`src/rtl/regfile_wb_queue.sv`:
```
// rtl/regfile_wb_queue.sv - writeback queue draining one write per cycle into a register file
// Optional read-data forwarding from queued entries: REGFILE_WB_QUEUE_FORWARD_EN.
module regfile_wb_queue #(
    parameter int DEPTH = 4
) (
    input  logic        clock,
    input  logic        ctrl_reset,
    input  logic        wb_valid,
    output logic        wb_ready,
    input  logic [4:0]  wb_reg,
    input  logic [31:0] wb_data,
    output logic        ctrl_writeEnable,
    output logic [4:0]  ctrl_writeReg,
    output logic [31:0] data_writeReg,
    input  logic [4:0]  ctrl_readRegA,
    input  logic [4:0]  ctrl_readRegB,
    input  logic [31:0] data_readRegA,
    input  logic [31:0] data_readRegB,
    output logic [31:0] fwd_dataA,
    output logic [31:0] fwd_dataB,
    output logic        pendingA,
    output logic        pendingB,
    output logic [4:0]  count
);

    localparam int         PW   = $clog2(DEPTH);
    localparam logic [4:0] FULL = 5'(DEPTH);

    logic [4:0]    ent_reg  [DEPTH];
    logic [31:0]   ent_data [DEPTH];
    logic [PW-1:0] wr_ptr;
    logic [PW-1:0] rd_ptr;
    logic [4:0]    count_q;
    logic          push;
    logic          pop;
    logic          match_a;
    logic          match_b;
    logic [PW-1:0] slot;

    assign wb_ready = (count_q != FULL) && !ctrl_reset;
    // Writes to r0 complete the handshake but never occupy a slot.
    assign push     = wb_valid && wb_ready && (wb_reg != 5'd0);
    assign pop      = (count_q != 5'd0);

    always_ff @(posedge clock) begin
        if (ctrl_reset) begin
            wr_ptr  <= '0;
            rd_ptr  <= '0;
            count_q <= 5'd0;
        end else begin
            if (push) wr_ptr <= wr_ptr + 1'b1;
            if (pop)  rd_ptr <= rd_ptr + 1'b1;
            count_q <= count_q + {4'd0, push} - {4'd0, pop};
        end
    end

    always_ff @(posedge clock) begin
        if (push) begin
            ent_reg[wr_ptr]  <= wb_reg;
            ent_data[wr_ptr] <= wb_data;
        end
    end

    // The register file captures the head on the same edge that pops it.
    assign ctrl_writeEnable = pop && !ctrl_reset;
    assign ctrl_writeReg    = ctrl_writeEnable ? ent_reg[rd_ptr]  : 5'd0;
    assign data_writeReg    = ctrl_writeEnable ? ent_data[rd_ptr] : 32'd0;
    assign count            = count_q;

`ifdef REGFILE_WB_QUEUE_FORWARD_EN
    logic [31:0] hit_a;
    logic [31:0] hit_b;
`endif

    // Walk oldest to youngest so the last match left standing is the youngest.
    always_comb begin
        match_a = 1'b0;
        match_b = 1'b0;
        slot    = '0;
`ifdef REGFILE_WB_QUEUE_FORWARD_EN
        hit_a   = 32'd0;
        hit_b   = 32'd0;
`endif
        for (int i = 0; i < DEPTH; i++) begin
            slot = rd_ptr + PW'(i);
            if (5'(i) < count_q) begin
                if (ctrl_readRegA != 5'd0 && ent_reg[slot] == ctrl_readRegA) begin
                    match_a = 1'b1;
`ifdef REGFILE_WB_QUEUE_FORWARD_EN
                    hit_a   = ent_data[slot];
`endif
                end
                if (ctrl_readRegB != 5'd0 && ent_reg[slot] == ctrl_readRegB) begin
                    match_b = 1'b1;
`ifdef REGFILE_WB_QUEUE_FORWARD_EN
                    hit_b   = ent_data[slot];
`endif
                end
            end
        end
    end

    assign pendingA = match_a && !ctrl_reset;
    assign pendingB = match_b && !ctrl_reset;

`ifdef REGFILE_WB_QUEUE_FORWARD_EN
    assign fwd_dataA = pendingA ? hit_a : data_readRegA;
    assign fwd_dataB = pendingB ? hit_b : data_readRegB;
`else
    assign fwd_dataA = data_readRegA;
    assign fwd_dataB = data_readRegB;
`endif

endmodule
```
`config.mk`:
```
export PLATFORM = sky130hd
export DESIGN_NAME = regfile_wb_queue
export DESIGN_NICKNAME = d
export VERILOG_FILES = /design/src/rtl/regfile_wb_queue.sv
export SDC_FILE = /design/constraint.sdc
export NUM_CORES = 1
export LEC_CHECK = 0
export BUFFER_PORTS_ARGS = -buffer_cell sky130_fd_sc_hd__buf_2
export CAP_MARGIN = 30
export CELL_PAD_IN_SITES_DETAIL_PLACEMENT = 1
export CELL_PAD_IN_SITES_GLOBAL_PLACEMENT = 2
export CORE_UTILIZATION = 32
export CTS_CLUSTER_DIAMETER = 200
export DETAILED_ROUTE_END_ITERATION = 8
export GPL_ROUTABILITY_DRIVEN = 1
export MAX_ROUTING_LAYER = met4
export PLACE_DENSITY = 0.73
export SLEW_MARGIN = 20
export SYNTH_ARGS = -nofsm -noshare
export SYNTH_HDL_FRONTEND = slang
export SYNTH_SLANG_ARGS = --single-unit
```
`constraint.sdc`:
```
create_clock -name clock -period 2.6 [get_ports clock]
set_input_delay 0.52 -clock clock [delete_from_list [all_inputs] [get_ports clock]]
set_output_delay 0.52 -clock clock [all_outputs]
set_load 0.01 [all_outputs]
```
==> results.md <==
- Row count: 56
- Lkg Pwr: 0.00321 uW
- Later-pin clock latency in the skew report: 0.42 ns
- Setup ws final: -0.334 ns
- Post-synth cell types: 38
- Yosys warns: 0
- Unrepaired setup endpoints after global routing: true
- Seq/Total Area, Yosys: 0.607
- Clk pwr share: 0.313
- Core area: 23500 um^2
- Largest net degree at the start of global routing: 28
- Synth area leader: edfxtp_1
- Mux cell area share after synthesis: 0.152
- Footprint of the multi-input gates: 2480 um^2
- Total Routing Usage GR: 0.155
- Max reg flops: 128
- Simple-gate share of the synthesized area: 0.0620
- Setup TNS: -0.653 ns
- Sequential share of power: 0.351
- Cell-internal power: 6310 uW
- Vias in the first global route: 4652
- Reg-to-reg startpoint: count[3]$_SDFF_PP0_
- Placer congestion estimate: 0.888
- Full die area: 24600 um^2
- Core Util, Final: 0.387
- Final Total Pwr: 8930 uW
- DP HPWL: 12100 um
- Layer with the highest usage: met2
- Largest family of logic cells by synthesized area: multiplexers
- Hold WS: 0.311 ns
- GR Util met1: 0.175
- Reg area: 4680 um^2
- Dominant cells by area after synthesis: edfxtp_1, mux4_2, buf_4
- # setup viols final: 2
- Startpoint Class: register
- Adder-cell area share of the yosys netlist: 0.0221
- Type of destination of the critical path: primary output
- # port buffers: 95
- H-tree levels: 4
- First-pass GRT wire length: 26800 um
- Critical path class: reg2out
- Arrival time at the worst endpoint: 2.41 ns
- Max-Cap Viols: 0
- WL/cell: 20.0 um
- Mapped Area: 7680 um^2
- CTS clk-pin slew, worst paths: 0.06 ns
- Outcome: complete, but fails checks
- GRT met3 Usage: 0.0308
- Initial Utilization: 0.326
- Chip height: 157 um
- Clock Skew: 0.00698 ns
- CTS root buffer: clkbuf_16
- Share of cells above drive strength 1: 0.430
- # IOs: 224
- Synthesis-stage register bit count: 159
- Vias: 4203
- Hold Startpoint: wb_data[2]
- TritonCTS clock tree: yes
- Vias/cell: 4.78
- Async S/R FF share, synth: 0
- Xor and xnor area share after synthesis: 0.0536
- Met2 usage: 0.260
- Main synth FF type: edfxtp_1
- Synth Area per Inst: 15.7 um^2
- Layout area overhead: 18.4%
- Non-Filler Instances: 880
- Max clock buf depth: 2
- Power per cell area: 982 nW/um^2
- Total grt overflow: 0
- Hold/Removal Path Class: in2reg
- Final Hold Vio Count: 0
- Minimum clock period: 2.93 ns
- Routed Antenna Nets: 0
- Comb power frac: 0.336
- First-pass DRT Iterations: 4
- Worst Path Max Fanout: 7
- Fin crit share: 1.13
- Cells after Synth: 489
- Sw Share: 0.294
- Slew headroom: 0.748
- Maximum vdd drop: 0.453 mV
- Drc violations: 0
- Worst Setup SP: rd_ptr[0]$_SDFFE_PP0N_
- Clk sinks: 159
- DRT iter0 DRCs: 204
- Synth Area in Compound Gates: 0.0189
- X dimension of the die: 157 um
- Initial antenna violation count: 1
- Area fraction of the dominant cell type after synthesis: 0.578
- Final net count: 674
- Dpl cells: 839
- Failing checks: negative setup slack
- Psw: 2630 uW
- Max Fclk: 341 MHz
- Least-Margin Pin Slew: 0.378 ns
- Critical Path RT: 2.08 ns
- Slew Limit Fails: 0
- WL final: 17600 um
- EDFF count, synth: 148
- Fill cell count: 2404
- Syn_nets: 616
- TritonCTS Buffers: 17
==> cell families after synthesis <==
family / Yosys count
flops: 159
buf+inv: 103
simple gates: 84
mux: 59
xor+xnor: 47
compound gates: 24
fa+ha+maj: 13
==> worst paths after layout <==
path | end | slack (ns) | depth (start not counted)
hold reg to reg | wr_ptr[1]$_SDFFE_PP0P_ | 0.58 | 2
hold / removal | ent_data[0][2]$_DFFE_PP_ | 0.31 | 1
setup reg to reg | count[4]$_SDFF_PP0_ | 0.08 | 13
setup / recovery | pendingB | -0.33 | 7
==> area by class of cell <==
class	instances	share of cell area
diodes	1	0.000275
clock inverters	14	0.0258
inverters	12	0.00509
well taps	319	0.0439
flip-flops and latches	159	0.514
repair buffers	130	0.0910
clock buffers	18	0.0472
multi-input cells	227	0.273
==> metal layers <==
| layer | vias up | part of all wire |
|---|---|---|
| met1 | 2129 | 0.41 |
| li1 | 1873 | - |
| met5 | - | 0 |
| met4 | 0 | 0.036 |
| met2 | 132 | 0.51 |
| met3 | 69 | 0.044 |
==> power groups by stage <==
stage | Sequential (uW) | Clock, uW | Combinational (uW)
2_1_floorplan | 3100 | 0 | 2040
3_3_place_gp | 3150 | 0 | 2770
3_5_place_dp | 3160 | 0 | 2850
4_1_cts | 3130 | 2860 | 2950
5_1_grt | 3160 | 2940 | 3280
6_report | 3140 | 2800 | 3000
==> cells in the final DEF, fill, tap and decap left out, types with 2 or more instances in the layout <==
cell type,count
nor3_1,5
xor2_1,22
ha_1,10
nor2_1,11
inv_6,3
mux4_2,43
mux2i_1,8
bufinv_16,6
inv_2,2
mux4_1,2
o31ai_1,2
dfxtp_2,4
nor2b_1,32
nand3_1,6
o21ai_0,4
buf_4,27
dfxtp_1,5
mux2i_2,5
nor2b_2,8
clkbuf_16,17
inv_1,9
clkinv_1,2
buf_2,95
nand2_1,5
a21oi_1,8
nand4_1,4
and2_2,4
or3_1,4
a31oi_1,2
edfxtp_1,148
buf_6,2
xnor2_1,23
nor4_2,2
clkinv_2,2
buf_12,5
dfxtp_4,2
==> synth_stat cells (2+ instances only) <==
master / count
buf_6: 2
nor3_1: 6
nand4_1: 4
clkbuf_1: 17
mux4_1: 3
o21ai_0: 4
nor2_1: 11
xnor2_1: 24
nor4_1: 2
buf_2: 6
buf_1: 2
mux4_2: 42
edfxtp_1: 148
o31ai_1: 2
nor2b_1: 40
buf_4: 64
ha_1: 12
mux2i_1: 13
nand3_1: 6
a31oi_1: 2
or3_1: 4
nand2_1: 5
xor2_1: 23
and2_1: 4
dfxtp_1: 11
inv_1: 11
a21oi_1: 10
==> critical path, stage by stage, from the launching register on <==
cell and delay, ns:
dfxtp_4 0.40, buf_16 0.13, mux4_2 0.56, xor2_2 0.18, nor4_2 0.28, nand4_1 0.13
o211ai_1 0.14, buf_2 0.18
==> what timing repair did <==
action,4_1_cts,5_1_grt
gates resized for setup,11,22
pin swaps,4,3
hold buffers,0,0
endpoints found under the setup margin,23,14
cloned,1,0
setup buffers,3,4
==> metrics by stage <==
stage                     setup slack, ns  instance area [um^2]
after floorplan                   -0.0205                  7710
after detailed placement           -0.217                  8240
after CTS                          -0.390                  8990
after global placement             -0.130                  8240
after global routing               -0.435                  9100
final                              -0.334                  9100
Power figures use the tool's default switching activity.
